==> src/rtl/bemicro_cv_nios_cpu_oci_dct_capture_pkg.sv <==
//============================================================================
// Module : bemicro_cv_nios_cpu_oci_dct_pkg
// Brief  : Shared types and default constants for the OCI DCT capture buffer.
// Rev    : 1.0
//============================================================================
`default_nettype none

package bemicro_cv_nios_cpu_oci_dct_pkg;

  localparam int c_dct_w = 30;
  localparam int c_cnt_w = 4;
  localparam int c_depth = 16;
  localparam int c_ovf_w = 8;
  localparam int c_ts_w  = 16;

  typedef enum logic [1:0] {
    ST_CAPTURE = 2'd0,
    ST_DRAIN   = 2'd1,
    ST_ENDED   = 2'd2
  } dct_state_e;

  // Entry layout at the default widths; the FIFO stores the same field order.
  typedef struct packed {
    logic [c_ts_w-1:0]  ts;
    logic [c_cnt_w-1:0] count;
    logic [c_dct_w-1:0] buffer;
  } dct_entry_t;

endpackage

`default_nettype wire

==> src/rtl/bemicro_cv_nios_cpu_oci_dct_capture_if.sv <==
//============================================================================
// Module : bemicro_cv_nios_cpu_oci_dct_capture_if
// Brief  : Frame input, reader output and status bundle of the DCT capture.
// Rev    : 1.0
//============================================================================
`default_nettype none

interface bemicro_cv_nios_cpu_oci_dct_capture_if #(
  parameter int DCT_W = 30,
  parameter int CNT_W = 4,
  parameter int OVF_W = 8,
  parameter int TS_W  = 16
);
  logic             dct_valid;
  logic [DCT_W-1:0] dct_buffer;
  logic [CNT_W-1:0] dct_count;
  logic             test_ending;
  logic             out_valid;
  logic             out_ready;
  logic [DCT_W-1:0] out_buffer;
  logic [CNT_W-1:0] out_count;
  logic [TS_W-1:0]  out_ts;
  logic             overflow;
  logic [OVF_W-1:0] ovf_count;
  logic             test_has_ended;

  modport master (
    output dct_valid, dct_buffer, dct_count, test_ending, out_ready,
    input  out_valid, out_buffer, out_count, out_ts, overflow, ovf_count, test_has_ended
  );

  modport slave (
    input  dct_valid, dct_buffer, dct_count, test_ending, out_ready,
    output out_valid, out_buffer, out_count, out_ts, overflow, ovf_count, test_has_ended
  );
endinterface

`default_nettype wire

==> src/rtl/bemicro_cv_nios_cpu_oci_dct_capture_fifo.sv <==
//============================================================================
// Module : bemicro_cv_nios_cpu_oci_dct_fifo
// Brief  : Generic first-word-fall-through synchronous FIFO, power-of-two depth.
// Rev    : 1.0
//============================================================================
`default_nettype none

module bemicro_cv_nios_cpu_oci_dct_fifo #(
  parameter int WIDTH = 8,
  parameter int DEPTH = 16
) (
  input  logic                     clk,
  input  logic                     rst,
  input  logic                     i_push,
  input  logic [WIDTH-1:0]         i_wdata,
  input  logic                     i_pop,
  output logic [WIDTH-1:0]         o_rdata,
  output logic                     o_full,
  output logic                     o_empty,
  output logic [$clog2(DEPTH):0]   o_level
);
  localparam int c_aw = $clog2(DEPTH);
  localparam logic [c_aw:0] c_ptr_one = {{c_aw{1'b0}}, 1'b1};

  logic [c_aw:0]      r_wr_ptr;
  logic [c_aw:0]      r_rd_ptr;
  logic [WIDTH-1:0]   r_mem [DEPTH];
  logic               w_wr_en;
  logic               w_rd_en;

  // A write into a full FIFO is legal only when the head leaves in the same cycle.
  assign w_wr_en = i_push && (!o_full || i_pop);
  assign w_rd_en = i_pop && !o_empty;

  always_ff @(posedge clk or posedge rst) begin
    if (rst) begin
      r_wr_ptr <= '0;
      r_rd_ptr <= '0;
    end else begin
      if (w_wr_en) r_wr_ptr <= r_wr_ptr + c_ptr_one;
      if (w_rd_en) r_rd_ptr <= r_rd_ptr + c_ptr_one;
    end
  end

  always_ff @(posedge clk) begin
    if (w_wr_en) r_mem[r_wr_ptr[c_aw-1:0]] <= i_wdata;
  end

  assign o_empty = (r_wr_ptr == r_rd_ptr);
  assign o_full  = (r_wr_ptr[c_aw] != r_rd_ptr[c_aw]) &&
                   (r_wr_ptr[c_aw-1:0] == r_rd_ptr[c_aw-1:0]);
  assign o_level = r_wr_ptr - r_rd_ptr;
  // Head reads as zero while empty so the uninitialised RAM never shows.
  assign o_rdata = o_empty ? '0 : r_mem[r_rd_ptr[c_aw-1:0]];

endmodule

`default_nettype wire

==> src/rtl/bemicro_cv_nios_cpu_oci_dct_capture.sv <==
//============================================================================
// Module : bemicro_cv_nios_cpu_oci_dct_capture
// Brief  : Captures OCI DCT frames into a FWFT FIFO, counts drops, and runs
//          the drain/ended handshake. Optional: OCI_DCT_TIMESTAMP_EN.
// Rev    : 1.0
//============================================================================
`default_nettype none

module bemicro_cv_nios_cpu_oci_dct_capture
  import bemicro_cv_nios_cpu_oci_dct_pkg::*;
#(
  parameter int DCT_W = c_dct_w,
  parameter int CNT_W = c_cnt_w,
  parameter int DEPTH = c_depth,
  parameter int OVF_W = c_ovf_w,
  parameter int TS_W  = c_ts_w
) (
  input  logic clk,
  input  logic reset,
  bemicro_cv_nios_cpu_oci_dct_capture_if.slave bus
);
`ifdef OCI_DCT_TIMESTAMP_EN
  localparam int c_entry_w = TS_W + CNT_W + DCT_W;
`else
  localparam int c_entry_w = CNT_W + DCT_W;
`endif
  localparam int c_lvl_w = $clog2(DEPTH) + 1;
  localparam logic [c_lvl_w-1:0] c_lvl_one = {{(c_lvl_w-1){1'b0}}, 1'b1};
  localparam logic [OVF_W-1:0]   c_ovf_one = {{(OVF_W-1){1'b0}}, 1'b1};

  dct_state_e           r_state;
  logic                 r_overflow;
  logic [OVF_W-1:0]     r_ovf_count;
  logic                 r_has_ended;

  logic                 w_full;
  logic                 w_empty;
  logic [c_lvl_w-1:0]   w_level;
  logic                 w_pop;
  logic                 w_frame;
  logic                 w_push;
  logic                 w_drop;
  logic [c_entry_w-1:0] w_wdata;
  logic [c_entry_w-1:0] w_rdata;

  assign w_pop   = !w_empty && bus.out_ready;
  assign w_frame = (r_state == ST_CAPTURE) && bus.dct_valid && (bus.dct_count != '0);
  assign w_push  = w_frame && (!w_full || w_pop);
  assign w_drop  = w_frame && w_full && !w_pop;

  bemicro_cv_nios_cpu_oci_dct_fifo #(
    .WIDTH (c_entry_w),
    .DEPTH (DEPTH)
  ) u_fifo (
    .clk     (clk),
    .rst     (reset),
    .i_push  (w_push),
    .i_wdata (w_wdata),
    .i_pop   (w_pop),
    .o_rdata (w_rdata),
    .o_full  (w_full),
    .o_empty (w_empty),
    .o_level (w_level)
  );

  always_ff @(posedge clk or posedge reset) begin
    if (reset) begin
      r_state     <= ST_CAPTURE;
      r_overflow  <= 1'b0;
      r_ovf_count <= '0;
      r_has_ended <= 1'b0;
    end else begin
      if (w_drop) begin
        r_overflow <= 1'b1;
        if (r_ovf_count != '1) r_ovf_count <= r_ovf_count + c_ovf_one;
      end
      case (r_state)
        ST_CAPTURE: if (bus.test_ending) r_state <= ST_DRAIN;
        // Nothing is pushed in DRAIN, so a pop of the last entry empties it now.
        ST_DRAIN: if (w_empty || (w_pop && w_level == c_lvl_one)) begin
          r_state     <= ST_ENDED;
          r_has_ended <= 1'b1;
        end
        ST_ENDED: r_state <= ST_ENDED;
        default:  r_state <= ST_CAPTURE;
      endcase
    end
  end

`ifdef OCI_DCT_TIMESTAMP_EN
  localparam logic [TS_W-1:0] c_ts_one = {{(TS_W-1){1'b0}}, 1'b1};
  logic [TS_W-1:0] r_ts;

  always_ff @(posedge clk or posedge reset) begin
    if (reset) r_ts <= '0;
    else       r_ts <= r_ts + c_ts_one;
  end

  assign w_wdata    = {r_ts, bus.dct_count, bus.dct_buffer};
  assign bus.out_ts = w_rdata[c_entry_w-1 -: TS_W];
`else
  assign w_wdata    = {bus.dct_count, bus.dct_buffer};
  assign bus.out_ts = {TS_W{1'b0}};
`endif

  assign bus.out_valid      = !w_empty;
  assign bus.out_buffer     = w_rdata[DCT_W-1:0];
  assign bus.out_count      = w_rdata[DCT_W +: CNT_W];
  assign bus.overflow       = r_overflow;
  assign bus.ovf_count      = r_ovf_count;
  assign bus.test_has_ended = r_has_ended;

endmodule

`default_nettype wire

==> src/flat_wrapper.sv <==
// flat-port wrapper written by rule: the top's interface ports become plain ports
module bemicro_cv_nios_cpu_oci_dct_capture_flat import bemicro_cv_nios_cpu_oci_dct_pkg::*;
#(
  parameter int DCT_W = c_dct_w,
  parameter int CNT_W = c_cnt_w,
  parameter int DEPTH = c_depth,
  parameter int OVF_W = c_ovf_w,
  parameter int TS_W  = c_ts_w
)
  (clk, reset, bus_dct_valid, bus_dct_buffer, bus_dct_count, bus_test_ending, bus_out_ready, bus_out_valid, bus_out_buffer, bus_out_count, bus_out_ts, bus_overflow, bus_ovf_count, bus_test_has_ended);
  bemicro_cv_nios_cpu_oci_dct_capture_if #(.DCT_W(DCT_W), .CNT_W(CNT_W), .OVF_W(OVF_W), .TS_W(TS_W)) bus_i ();
  input  logic clk;
  input  logic reset;
  input wire logic [$bits(bus_i.dct_valid)-1:0] bus_dct_valid;
  input wire logic [$bits(bus_i.dct_buffer)-1:0] bus_dct_buffer;
  input wire logic [$bits(bus_i.dct_count)-1:0] bus_dct_count;
  input wire logic [$bits(bus_i.test_ending)-1:0] bus_test_ending;
  input wire logic [$bits(bus_i.out_ready)-1:0] bus_out_ready;
  output wire logic [$bits(bus_i.out_valid)-1:0] bus_out_valid;
  output wire logic [$bits(bus_i.out_buffer)-1:0] bus_out_buffer;
  output wire logic [$bits(bus_i.out_count)-1:0] bus_out_count;
  output wire logic [$bits(bus_i.out_ts)-1:0] bus_out_ts;
  output wire logic [$bits(bus_i.overflow)-1:0] bus_overflow;
  output wire logic [$bits(bus_i.ovf_count)-1:0] bus_ovf_count;
  output wire logic [$bits(bus_i.test_has_ended)-1:0] bus_test_has_ended;
  assign bus_i.dct_valid = bus_dct_valid;
  assign bus_i.dct_buffer = bus_dct_buffer;
  assign bus_i.dct_count = bus_dct_count;
  assign bus_i.test_ending = bus_test_ending;
  assign bus_i.out_ready = bus_out_ready;
  assign bus_out_valid = bus_i.out_valid;
  assign bus_out_buffer = bus_i.out_buffer;
  assign bus_out_count = bus_i.out_count;
  assign bus_out_ts = bus_i.out_ts;
  assign bus_overflow = bus_i.overflow;
  assign bus_ovf_count = bus_i.ovf_count;
  assign bus_test_has_ended = bus_i.test_has_ended;
  bemicro_cv_nios_cpu_oci_dct_capture #(.DCT_W(DCT_W), .CNT_W(CNT_W), .DEPTH(DEPTH), .OVF_W(OVF_W), .TS_W(TS_W)) u_core (.clk(clk), .reset(reset), .bus(bus_i));
endmodule
==> config.mk <==
export PLATFORM = sky130hd
export DESIGN_NAME = bemicro_cv_nios_cpu_oci_dct_capture_flat
export DESIGN_NICKNAME = d
export VERILOG_FILES = /design/src/rtl/bemicro_cv_nios_cpu_oci_dct_capture_pkg.sv /design/src/rtl/bemicro_cv_nios_cpu_oci_dct_capture_if.sv /design/src/rtl/bemicro_cv_nios_cpu_oci_dct_capture_fifo.sv /design/src/rtl/bemicro_cv_nios_cpu_oci_dct_capture.sv /design/src/flat_wrapper.sv
export SDC_FILE = /design/constraint.sdc
export NUM_CORES = 1
export LEC_CHECK = 0
export BUFFER_PORTS_ARGS = -buffer_cell sky130_fd_sc_hd__buf_2
export CAP_MARGIN = 10
export CORE_MARGIN = 1
export CORE_UTILIZATION = 40
export CTS_BUF_LIST = sky130_fd_sc_hd__clkbuf_8
export DETAILED_ROUTE_END_ITERATION = 6
export GPL_ROUTABILITY_DRIVEN = 0
export PLACE_DENSITY = 0.62
export SETUP_SLACK_MARGIN = 0.5
export SYNTH_ARGS = -nofsm -noshare
export SYNTH_HDL_FRONTEND = slang
export SYNTH_SLANG_ARGS = --single-unit
==> constraint.sdc <==
create_clock -name clk -period 8.5 [get_ports clk]
set_input_delay 0.85 -clock clk [delete_from_list [all_inputs] [get_ports clk]]
set_output_delay 0.85 -clock clk [all_outputs]
set_load 0.03 [all_outputs]
Word level (Yosys, flattened, before mapping)
Memories as Yosys holds them, arrays and structs flattened.
Index checks and enable logic that the tools add are counted.
Widths: inputs -> output; s select.
- add/sub/neg operators: 4
- eq/ne operators: 9
- mux-type cells: 6
- reduce and logical (&&, ||, !) cells: 20
- operators with widths (operator ; number):
    $mux 34 ; 1
    $add 5x1->5 const B ; 2
    $logic_and 1x1->1 ; 10
    $add 8x1->8 const B ; 1
    $ne 8x8->1 const B ; 1
    $pmux 2 s3 ; 1
    $reduce_and 2->1 ; 3
    $eq 5x1->1 const B ; 1
    $eq 5x5->1 ; 1
    $sub 5x5->5 ; 1
    $eq 4x4->1 ; 1
    $mux 2 ; 2
    $reduce_bool 4->1 ; 1
    $logic_not 1->1 ; 3
    $eq 2x1->1 const B ; 1
    $eq 2x2->1 const B ; 1
    $logic_not 2->1 ; 1
    $logic_or 1x1->1 ; 2
    $mux 1 ; 2
    $ne 2x1->1 const B ; 1
    $ne 2x2->1 const B ; 1
    $ne 1x1->1 ; 1
- flip-flop bits (word level): 22
- bits in writable memories: 544
- input bits: 39
- logic and storage cells: 46
- memories: 1
- memories (name ; depth ; width ; read ports ; clocked after memory_dff ; write ports ; RTL line ; RTL):
    u_core.u_fifo.r_mem ; 16 ; 34 ; 1 ; 0 ; 1 ; bemicro_cv_nios_cpu_oci_dct_capture_fifo.sv:27 ; logic [WIDTH-1:0] r_mem [DEPTH];

Depth between registers and ports, before layout
Gate-level depths: netlist of run 1.
- depth in word-level cells: 8
- mapped depth: 10
- depth with buffers taken out: 9

Modules after synthesis
Synthesis of run 1 repeated with hierarchy kept, for this count alone.
- cells, all modules: 1064
- area total of the unflattened synthesis: 22258.8 um^2
- by module, submodules not included (module ; times used ; cells an instance ; area an instance (um^2) ; sequential area each (um^2)):
    bemicro_cv_nios_cpu_oci_dct_fifo ; 1 ; 985 ; 21466.8 ; 16585.9
    bemicro_cv_nios_cpu_oci_dct_capture ; 1 ; 79 ; 792.0 ; 300.3

Worst setup path after synthesis of run 1
Ideal clock, no wire load.
- kind: register -> register
- from: reg u_core.u_fifo.r_rd_ptr[1]
- to: mem u_core.u_fifo.r_mem[3][0] (netlist bit), enable pin
- data arrival time: 4.343 ns
- required time: 8.033 ns
- slack: 3.689 ns
- cell stages (with the launch flop): 10
- buffers on the path: 2
- cell sequence: dfrtp_1 -> clkbuf_1 -> clkinv_1 -> clkbuf_1 -> ha_1 -> nand4_2 -> nor3_4 -> nor3_2 -> nand2_1 -> nor3_1
- longest elaborated chain between the ends: 8
- elaborated cells on any way between the ends: 11
- those cells by class: eq/ne: 2; mux: 2; reduce/logical: 7
- RTL lines (what ; RTL line ; RTL):
    start, declared ; bemicro_cv_nios_cpu_oci_dct_capture_fifo.sv:26 ; logic [c_aw:0] r_rd_ptr;
    start signal, assigned ; bemicro_cv_nios_cpu_oci_dct_capture_fifo.sv:41 ; if (w_rd_en) r_rd_ptr <= r_rd_ptr + c_ptr_one;
    $eq 5x5->1 / $eq 4x4->1 (equally long branches) ; bemicro_cv_nios_cpu_oci_dct_capture_fifo.sv:49, bemicro_cv_nios_cpu_oci_dct_capture_fifo.sv:51 ;
    $logic_not 1->1 / $logic_and 1x1->1 (equally long branches) ; bemicro_cv_nios_cpu_oci_dct_capture.sv:46, bemicro_cv_nios_cpu_oci_dct_capture_fifo.sv:50 ;
    $logic_and 1x1->1 / $logic_not 1->1 (equally long branches) ; bemicro_cv_nios_cpu_oci_dct_capture.sv:46, bemicro_cv_nios_cpu_oci_dct_capture_fifo.sv:32, bemicro_cv_nios_cpu_oci_dct_capture.sv:48 ;
    $logic_or 1x1->1 * ; bemicro_cv_nios_cpu_oci_dct_capture_fifo.sv:32, bemicro_cv_nios_cpu_oci_dct_capture.sv:48 ;
    $logic_and 1x1->1 ; bemicro_cv_nios_cpu_oci_dct_capture.sv:48 ; assign w_push = w_frame && (!w_full || w_pop);
    $logic_and 1x1->1 * ; bemicro_cv_nios_cpu_oci_dct_capture_fifo.sv:32 ; assign w_wr_en = i_push && (!o_full || i_pop);
    $mux 1 * ; bemicro_cv_nios_cpu_oci_dct_capture_fifo.sv:46 ; if (w_wr_en) r_mem[r_wr_ptr[c_aw-1:0]] <= i_wdata;
    $mux 1 (implied by the code) * ; bemicro_cv_nios_cpu_oci_dct_capture_fifo.sv:46 ;
    end, declared ; bemicro_cv_nios_cpu_oci_dct_capture_fifo.sv:27 ;
Every way passes the cells marked *; elsewhere a longest branch is shown, timed or not.

Final worst setup path of run 1
- from: reg u_core.u_fifo.r_rd_ptr[1]
- to: out bus_out_buffer[12]
- longest elaborated chain between the ends: 2
- elaborated cells on any way between the ends: 3
- those cells by class: eq/ne: 1; mux: 1; memory: 1
- RTL lines (what ; RTL line ; RTL):
    $mem_v2 16x34 / $eq 5x5->1 (equally long branches) ; - ;
    $mux 34 * ; bemicro_cv_nios_cpu_oci_dct_capture_fifo.sv:54 ; assign o_rdata = o_empty ? '0 : r_mem[r_rd_ptr[c_aw-1:0]];
    end, declared ; flat_wrapper.sv:20 ; output wire logic [$bits(bus_i.out_buffer)-1:0] bus_out_buffer;
Marks and branches as above.

==> metrics.cfg, run 1 <==
[worst_setup_path]
r2r-start=u_core.u_fifo.r_rd_ptr[1]$_DFFE_PP0P_
crit_fanout=54
cp.required_ns=7.65
path_delay_family=buffers and inverters
cp_data_arrival_time_ns=4.41
path_depth=7
crit_type=reg -> out
startpoint_type=flip-flop
crit_end=bus_out_buffer[12]
r2r_setup_slack_ns=3.89
worstRegToRegCells=8
r2r-end=u_core.u_fifo.r_mem[13][28]$_DFFE_PP_
cp_num_buf_inv=3
cp-end-kind=primary output
critPathSlowestCell=dfrtp_4
critPathMaxStageDelay_ns=0.96
path_cells=inv_2 > ha_1 > nand4_2 > nor2_4 > buf_4 > a211oi_1 > buf_2
startpoint=u_core.u_fifo.r_rd_ptr[1]$_DFFE_PP0P_

[die]
start_util_pct=40.5
core_area_um2=55100
fp-row-count=86
dieArea_um2=56800
die_w_um=238
die_y_um=238
io_pins=100

[clock_tree]
cts_made_buffers=92
cts_sinks=566
htree_levels=3
cts_hold_buffers=0
post_cts_buffers=0
cts_root_buf=clkbuf_8
cts_resized=0
cts_tree=yes
clock_latency_ns=0.69
clockBufferDepth=3
clk_pin_slew_ns=0.06

[global_route]
first_global_vias=11300
grt_pass1_wl_um=71000
antenna_found_initial=2
grt_overflow=0
grt_use_total_pct=17.2
grt_max_degree=55

[logic_synthesis]
synth.avg_cell_area_um2=20.9
synth_edf_count=544
ys_types=46
syn_area_um2=22300
synth_async_sr_flop_share_pct=3.89
synth_warnings=0
syn_inst=1066
synth_seq_area_share_pct=75.6
ys_ff_latch=566
ys.flop_type=edfxtp_1

[sta]
setup_viol=0
finalMaxSlewViolations=0
fin_skew_ns=0.0371
clock.fmax_mhz=190
final.setup.tns_ns=0
hold_viol_final=0
rsz0062_at_grt=no
slew_headroom_pct=27.4
fin_crit_sh_pct=61.8
fin_crit_ns=5.26
worstMarginPinSlew_ns=1.09

[cells_and_area]
final_util_pct=46.0
final_cell_mix=544 x edfxtp_1, 136 x mux4_2, 96 x clkbuf_8, 83 x nand2_1, 83 x buf_2
antenna_cells=0
n_fill_cell=4713
drive_above_1_share_pct=30.2
final_common_cell=edfxtp_1
fin_nets=1263
register_area_um2=16900
fin_area_um2=25300
syn2layout_area_growth_pct=13.5
multi_input_area_um2=5120

[status]
status=complete, no violations

[detailed_routing]
drtAntennaViolNets=0
vias=10600
first_pass_iters=5
route.final.wire_length_um=47300
drcViolationCount=0
drtIter0Drc=786
avgRoutedWirePerCell_um=23.3
viasPerCell=5.23

[pwr]
power_leakage_uw=0.00845
power_density_nw_per_um2=329
p_clk_share_pct=27.0
vdd_drop_max_mv=0.157
p_int_uw=5500
swShare_pct=34.1
p_sw_uw=2840
pwr-share-seq_pct=41.7
pwr-share-comb_pct=31.3

[placement]
placed_area_um2=23600
dp_hpwl_um=24700
port_buffers=83

[worst_hold_path]
hold_path.class=in -> async

[flow_run]
maxCapViolations=0

worst min path at each step:
stage	startpoint	end	slack, ns	cells past startpoint
2_1_floorplan	u_core.r_state[1]$_DFFE_PP0P_	u_core.r_state[1]$_DFFE_PP0P_	0.49	2
3_3_place_gp	u_core.bus.test_has_ended$_DFFE_PP0P_	u_core.bus.test_has_ended$_DFFE_PP0P_	0.46	1
3_5_place_dp	u_core.bus.test_has_ended$_DFFE_PP0P_	u_core.bus.test_has_ended$_DFFE_PP0P_	0.45	1
4_1_cts	reset	u_core.bus.test_has_ended$_DFFE_PP0P_	0.32	2
5_1_grt	reset	u_core.bus.test_has_ended$_DFFE_PP0P_	0.40	2
6_report	reset	u_core.bus.test_has_ended$_DFFE_PP0P_	0.34	2
cells by family (layout without fill, tap and decap cells):
kind of cell	count (synthesis)	count (layout)	share of synthesized area, %
DFF	566	566	75.6
muxes	172	172	15.3
and+or+nand+nor	162	162	3.62
buffers and inverters	85	288	2.20
AOI/OAI and AO/OA	47	47	1.64
xor gates and xnor gates	19	19	0.745
adders and majority gates	14	14	0.818
other	1	16	0.0168
registers in the layout (all words and copies together) (netlist names):
| name | cells |
|---|---|
| u_core.bus.overflow | 1 |
| u_core.bus.ovf_count | 8 |
| u_core.bus.test_has_ended | 1 |
| u_core.r_state | 2 |
| u_core.u_fifo.r_mem | 544 |
| u_core.u_fifo.r_rd_ptr | 5 |
| u_core.u_fifo.r_wr_ptr | 5 |
stage by stage:
stage / total power (uW) / cells / setup WS (ns) / hold slack [ns]
3_5_place_dp: 6220 / 1864 / 3.83 / 0.447
2_1_floorplan: 5440 / 1081 / 3.69 / 0.489
5_1_grt: 8760 / 2032 / 2.97 / 0.401
6_report: 8350 / 2032 / 3.24 / 0.345
4_1_cts: 8480 / 2032 / 3.10 / 0.322
3_3_place_gp: 6200 / 1864 / 3.90 / 0.460
metal layers:
metal / part of all wire [%] / global-route usage, % / up-vias
li1: - / - / 4642
met1: 43 / 22.9 / 5606
met2: 49 / 28.3 / 310
met3: 5.4 / 3.33 / 63
met4: 1.9 / 5.89 / 2
met5: 0.027 / 0 / -
cell type report:
cell class,count,area share (%)
clock buffer,96,5.21
clock inverter,72,1.72
inverter,15,0.232
multi-input combinational,430,20.2
sequential,566,66.7
tap,748,3.69
timing repair buffer,105,2.29
Yosys cell counts, types with 13 or more instances:
master | count | area share, %
edfxtp_1 | 544 | 73
mux4_2 | 136 | 14
nand2_1 | 83 | 1.4
a211oi_1 | 34 | 1.1
and3_1 | 34 | 0.95
mux2i_1 | 34 | 1.5
buf_4 | 24 | 0.81
dfrtp_1 | 22 | 2.5
clkbuf_1 | 18 | 0.30
buf_2 | 15 | 0.34
nor2_1 | 15 | 0.25
ha_1 | 13 | 0.73
xnor2_1 | 13 | 0.51
power by group through the flow:
stage                     logic [uW]  clock network (uW)  registers, uW
after floorplan                 2110                   0           3330
after global placement          2660                   0           3540
after detailed placement        2670                   0           3550
after CTS                       2680                2310           3490
after global routing            2830                2420           3510
final                           2610                2250           3480
Power figures use the tool's default switching activity.
==> inputs of run 2 (changes only) <==
--- a/config.mk
+++ b/config.mk
@@ -5,6 +5,7 @@
 export SDC_FILE = /design/constraint.sdc
 export NUM_CORES = 1
 export LEC_CHECK = 0
+export ABC_AREA = 1
 export BUFFER_PORTS_ARGS = -buffer_cell sky130_fd_sc_hd__buf_2
 export CAP_MARGIN = 10
 export CORE_MARGIN = 1
==> constraint.sdc (replaced) <==
create_clock -name clk -period 5 [get_ports clk]
set_input_delay 0.5 -clock clk [delete_from_list [all_inputs] [get_ports clk]]
set_output_delay 0.5 -clock clk [all_outputs]
set_load 0.03 [all_outputs]
==> run 2 against run 1 <==
Compared with the run above:
- sequential power up 63%
- register-to-register slack lost 2.7 ns
- largest power group unchanged
- setup slack worse by 2.4 ns
- clock power is 69% higher
- critical endpoint is now bus_out_count[2]
==> metrics.cfg, run 2 <==
[status]
status=complete, no violations

[clock_tree]
clk_pin_slew_ns=0.07  ; about the same
cts_root_buf=clkbuf_8
cts_sinks=566  ; unchanged
post_cts_buffers=0  ; unchanged
clockBufferDepth=3  ; unchanged
cts_made_buffers=93  ; +1.1%
clock_latency_ns=0.67  ; -0.02 ns
cts_hold_buffers=1  ; +1
htree_levels=3  ; unchanged
cts_resized=0  ; unchanged
cts_tree=yes

[worst_setup_path]
cpMostUsedCell=nand2_1
r2r_setup_slack_ns=1.23  ; -2.66 ns
startpoint=u_core.u_fifo.r_rd_ptr[1]$_DFFE_PP0P_
r2r-end=u_core.u_fifo.r_mem[12][5]$_DFFE_PP_
crit_type=reg -> out
cp.required_ns=4.50  ; -3.15 ns
cp_data_arrival_time_ns=3.69  ; -0.72 ns
cp-end-kind=primary output
critPathSlowestCell=buf_4
path_cells=inv_2 > buf_4 > o21ai_0 > o22ai_1 > nand2_1 > nand2_1 > inv_1 > a21oi_1 > buf_2
worstRegToRegCells=8  ; unchanged
path_depth=9  ; +2
cp_num_buf_inv=4  ; +1
startpoint_type=flip-flop
r2r-start=u_core.u_fifo.r_rd_ptr[1]$_DFFE_PP0P_
crit_fanout=90  ; +67%
path_delay_family=buffers and inverters
crit_end=bus_out_count[2]
critPathMaxStageDelay_ns=0.82  ; -0.14 ns

[sta]
fin_crit_ns=4.19
fin_crit_sh_pct=83.9
clock.fmax_mhz=238
final.setup.tns_ns=0  ; unchanged
setup_viol=0  ; unchanged
rsz0062_at_grt=no
worstMarginPinSlew_ns=1.25  ; +0.158 ns
slew_headroom_pct=16.6  ; -11 points
hold_viol_final=0  ; unchanged
fin_ws_ns=0.807  ; -2.44 ns
finalMaxSlewViolations=0  ; unchanged
fin_skew_ns=0.0324  ; -0.00469 ns

[detailed_routing]
avgRoutedWirePerCell_um=20.6  ; -12%
first_pass_iters=5  ; unchanged
drtIter0Drc=1469  ; +87%
route.final.wire_length_um=55900  ; +18%
viasPerCell=5.34  ; +2.2%
drcViolationCount=0  ; unchanged
drtAntennaViolNets=0  ; unchanged
vias=14500  ; +37%

[die]
die_w_um=241  ; +1.2%
core_area_um2=56400  ; +2.3%
die_y_um=241  ; +1.2%
io_pins=100  ; unchanged
start_util_pct=40.5  ; about the same
fp-row-count=87  ; +1.2%
dieArea_um2=58100  ; +2.3%

[logic_synthesis]
ys_types=33  ; -28%
syn_inst=1783  ; +67%
synth_warnings=0  ; unchanged
synth_most_common_cell=edfxtp_1
synth_common_cells=544 x edfxtp_1, 341 x nor2_1, 252 x o21ai_0
synth_top_cell_by_area=edfxtp_1
synth_area_leaders=edfxtp_1 71%, nor2_1 5.6%, o21ai_0 5.5%
synth_edf_count=544  ; unchanged
ys.flop_type=edfxtp_1
synth_async_sr_flop_share_pct=3.89  ; unchanged
synth.avg_cell_area_um2=12.8  ; -39%
ys_ff_latch=566  ; unchanged
synth.top_cell.area_share_pct=71.5  ; -1.7 points
synth_seq_area_share_pct=73.9  ; -1.7 points
syn_area_um2=22900  ; +2.4%

[global_route]
grt_use_total_pct=19.4  ; +2.2 points
grt_max_degree=276  ; +400%
grt_overflow=0  ; unchanged
antenna_found_initial=1  ; -1
grt_pass1_wl_um=84800  ; +19%
first_global_vias=14300  ; +26%

[flow_run]
maxCapViolations=0  ; unchanged

[pwr]
power_leakage_uw=0.00876  ; +3.6%
pwr-share-seq_pct=37.7  ; -4.0 points
p_int_uw=8950  ; +63%
power_density_nw_per_um2=584  ; +77%
p_clk_share_pct=25.3  ; -1.7 points
p_sw_uw=6070  ; +110%
finalPower_uw=15000  ; +80%
pwr-share-comb_pct=37.0  ; +5.7 points
swShare_pct=40.4  ; +6.4 points
vdd_drop_max_mv=0.522  ; +230%

[cells_and_area]
fin_area_um2=25700  ; +1.5%
largest_register_ffs=544  ; unchanged
final_common_cell=edfxtp_1
syn2layout_area_growth_pct=12.6
antenna_cells=0  ; unchanged
fin_nets=1937  ; +53%
n_fill_cell=5137  ; +9.0%
drive_above_1_share_pct=13.1  ; -17 points
final_cell_mix=544 x edfxtp_1, 326 x nor2_1, 252 x o21ai_0, 146 x nand2_1, 96 x clkbuf_8

[placement]
dp_slack_ns=1.20  ; -2.64 ns
placed_area_um2=23900  ; +1.5%
dp_hpwl_um=29900  ; +21%
port_buffers=83  ; unchanged

[worst_hold_path]
hold_path.class=in -> reg

## run 2: cell count changes in the layout (fill, tap and decap cells not counted), moves of 44 or more
cell      before  now
inv_1         35   79
mux4_2       136    0
nand2_1       83  146
nor2_1         4  326
o211ai_1       3   48
o21ai_0        2  252
o22ai_1        0   68
## run 2: worst reg2reg max path, cell delays in order, from the launching register on
cell and delay, ns:
dfrtp_4 0.88, inv_2 0.08, ha_1 0.32, nand4_1 0.17
inv_1 0.09, a31oi_2 0.36, nand2_1 0.35, nor2_4 0.84
buf_4 0.37
## run 2: area by class of cell
type | count | area (um^2) | area share [%]
clock inverter | 78 | 425 | 1.65
tap | 756 | 946 | 3.68
multi-input combinational | 1049 | 5220 | 20.3
inverter | 58 | 223 | 0.866
clock buffer | 96 | 1320 | 5.14
sequential | 566 | 16900 | 65.7
timing repair buffer | 116 | 698 | 2.71
## run 2: how the worst min path moves through the flow
stage / cells past startpoint / end / slack (ns) / startpoint
floorplan: 2 / u_core.r_state[1]$_DFFE_PP0P_ / 0.44 / u_core.r_state[1]$_DFFE_PP0P_
global placement: 1 / u_core.bus.test_has_ended$_DFFE_PP0P_ / 0.44 / u_core.bus.test_has_ended$_DFFE_PP0P_
detailed placement: 1 / u_core.bus.test_has_ended$_DFFE_PP0P_ / 0.44 / u_core.bus.test_has_ended$_DFFE_PP0P_
CTS: 1 / u_core.u_fifo.r_mem[3][6]$_DFFE_PP_ / 0.16 / bus_dct_buffer[6]
global route: 1 / u_core.u_fifo.r_mem[3][6]$_DFFE_PP_ / 0.19 / bus_dct_buffer[6]
finish: 1 / u_core.u_fifo.r_mem[14][6]$_DFFE_PP_ / 0.22 / bus_dct_buffer[6]
## run 2: kinds of logic after synthesis
logic type,count (synthesis),synth area share [%]
buf+inv,183,4.08
flops,566,73.9
other cells,1,0.0164
xor+xnor,16,0.613
compound gates,463,11.4
simple gates,540,9.20
fa+ha+maj,14,0.799
## run 2: stage by stage
stage | utilization, % | cells | hold WS, ns
final | 45.6 | 2719 | 0.217
after CTS | 45.6 | 2718 | 0.160
after global placement | 42.5 | 2543 | 0.441
after detailed placement | 42.5 | 2543 | 0.444
after floorplan | - | 1798 | 0.442
after global routing | 45.6 | 2719 | 0.187
## run 2: metal layers
metal  vias to the layer above  wire length (um)  track usage, %  part of all wire [%]
li1                       6677                 -               -                     -
met3                       107              4010            4.25                   7.2
met5                         -                 0               0                     0
met2                       580             26000            30.5                    46
met1                      7164             24300            26.4                    43
met4                         0              1640            7.25                   2.9
## run 2: power by group through the flow
stage	registers, uW	logic [uW]	clock network (uW)
6_report	5670	5550	3800
5_1_grt	5700	6110	4070
4_1_cts	5670	5580	3870
3_5_place_dp	5770	5560	0
3_3_place_gp	5750	5470	0
2_1_floorplan	5700	3980	0
==> inputs of run 3 (changes only) <==
==> constraint.sdc (replaced) <==
create_clock -name clk -period 4.02 [get_ports clk]
set_input_delay 0.402 -clock clk [delete_from_list [all_inputs] [get_ports clk]]
set_output_delay 0.402 -clock clk [all_outputs]
set_load 0.03 [all_outputs]
==> run 3 against run 2 <==
Compared with the run above:
- critical path depth down 1
- global-route usage about the same
- non-clock buffer count up 20
- via count up 0.90%
- die area unchanged
- critical endpoint is now bus_out_buffer[13]
- largest cell class unchanged
==> metrics.cfg, run 3 (synthesis gave the netlist of run 2 again) <==
[clock_tree]
cts_root_buf=clkbuf_8
cts_tree=yes
htree_levels=3  ; unchanged
clk_pin_slew_ns=0.06  ; about the same
clock_latency_ns=0.68  ; about the same
cts_made_buffers=92  ; -1.1%
clockBufferDepth=3  ; unchanged
cts_sinks=566  ; unchanged

[sta]
fin_skew_ns=0.0443  ; +0.0118 ns
hold_viol_final=0  ; unchanged
setup_viol=0  ; unchanged
fin_ws_ns=0.689  ; -0.118 ns
fin_crit_ns=3.33
slew_headroom_pct=40.9  ; +24 points
worstMarginPinSlew_ns=0.886  ; -0.362 ns
worst_hold_slack_ns=0.104  ; -0.114 ns
rsz0062_at_grt=no
fin_crit_sh_pct=82.9
finalMaxSlewViolations=0  ; unchanged
clock.fmax_mhz=300

[worst_hold_path]
hold_path.class=in -> reg

[pwr]
power_density_nw_per_um2=719  ; +23%
vdd_drop_max_mv=0.683  ; +31%
power_leakage_uw=0.00888  ; +1.4%

[detailed_routing]
vias=14700  ; +0.90%
drtAntennaViolNets=0  ; unchanged
route.final.wire_length_um=57600  ; +3.1%
first_pass_iters=5  ; unchanged
viasPerCell=5.38  ; +0.72%
avgRoutedWirePerCell_um=21.2  ; +2.9%
drcViolationCount=0  ; unchanged
drtIter0Drc=1297  ; -12%

[worst_setup_path]
path_cells=buf_4 > nor2_4 > buf_4 > nand2_1 > nand2_1 > inv_1 > a21oi_1 > buf_2
path_delay_family=buffers and inverters
crit_type=reg -> out
critPathSlowestCell=dfrtp_2
critPathMaxStageDelay_ns=0.41  ; -0.41 ns
cp_num_buf_inv=4  ; unchanged
startpoint_type=flip-flop
cp-end-kind=primary output
cp_data_arrival_time_ns=2.93  ; -0.76 ns
cp.required_ns=3.62  ; -0.88 ns
crit_fanout=50  ; -44%

[placement]
dp_hpwl_um=28500  ; -4.6%
port_buffers=83  ; unchanged
dp_slack_ns=1.05  ; -0.150 ns

[die]
fp-row-count=87  ; unchanged
die_w_um=241  ; unchanged
dieArea_um2=58100  ; unchanged
core_area_um2=56400  ; unchanged
io_pins=100  ; unchanged
start_util_pct=40.5  ; unchanged
die_y_um=241  ; unchanged

[cells_and_area]
syn2layout_area_growth_pct=13.3
final_cell_mix=544 x edfxtp_1, 326 x nor2_1, 252 x o21ai_0, 146 x nand2_1, 95 x clkbuf_8
register_area_um2=16900  ; unchanged
largest_register_ffs=544  ; unchanged
n_fill_cell=5066  ; -1.4%
drive_above_1_share_pct=13.6  ; +0.43 points
fin_nets=1956  ; +0.98%
final_common_cell=edfxtp_1
multi_input_area_um2=5220  ; unchanged

[global_route]
busiest_layer=met2
grt_use_total_pct=19.4  ; -0.029 points
met2_usage_pct=30.2  ; -0.24 points
gr-usage-met3_pct=3.74  ; -0.51 points
antenna_found_initial=3  ; +2
grt_pass1_wl_um=84000  ; -0.88%
grt_max_degree=203  ; -26%
first_global_vias=14000  ; -1.9%
grtUsageMet1_pct=26.8  ; +0.47 points
grt_overflow=0  ; unchanged

[status]
status=complete, no violations

[flow_run]
maxCapViolations=0  ; unchanged

## run 3: metrics by stage
step	cells	cell area (um^2)	total power (uW)	utilization [%]	TNS, ns
2_1_floorplan	1798	22900	12100	-	-27.47
3_3_place_gp	2557	24200	14000	42.9	0
3_5_place_dp	2557	24200	14100	42.9	0
4_1_cts	2716	25800	18500	45.7	0
5_1_grt	2724	25900	19700	45.9	0
6_report	2724	25900	18600	45.9	0
## run 3: final timing paths
path	start	endpoint	slack, ns	depth (start not counted)
hold / removal	bus_dct_buffer[6]	u_core.u_fifo.r_mem[13][6]$_DFFE_PP_	0.10	1
min in group asynchronous	reset	u_core.r_state[1]$_DFFE_PP0P_	0.45	3
setup reg to reg	u_core.u_fifo.r_rd_ptr[0]$_DFFE_PP0P_	u_core.u_fifo.r_mem[1][22]$_DFFE_PP_	0.99	7
max in group asynchronous	reset	u_core.u_fifo.r_rd_ptr[0]$_DFFE_PP0P_	2.92	3
setup / recovery	u_core.u_fifo.r_rd_ptr[2]$_DFFE_PP0P_	bus_out_buffer[13]	0.69	8
hold reg to reg	u_core.bus.test_has_ended$_DFFE_PP0P_	u_core.bus.test_has_ended$_DFFE_PP0P_	0.45	1
## run 3: metal layers
metal | part of all wire, % | routed length [um]
met1 | 43 | 24700
met2 | 47 | 26900
met3 | 8.2 | 4730
met4 | 2.2 | 1280
met5 | 0.036 | 21
## run 3: layout make-up
type / instances / area share, %
tap: 756 / 3.65
timing repair buffer: 136 / 3.93
antenna: 1 / 0.00966
clock inverter: 63 / 1.06
sequential: 566 / 65.2
multi-input combinational: 1049 / 20.2
clock buffer: 95 / 5.05
inverter: 58 / 0.903
## run 3: where the power goes
part	total, uW	internal, uW	switching (uW)
clock network	4390	2230	2160
registers	6980	6820	159
logic	7240	2050	5200
## run 3: what timing repair did
item	CTS	global route
hold buffers	1	0
pin swaps	0	1
endpoints found under the setup margin	22	29
cloned	0	2
resized for setup	4	9
endpoints found under the hold margin	22	0
buffers inserted	0	5
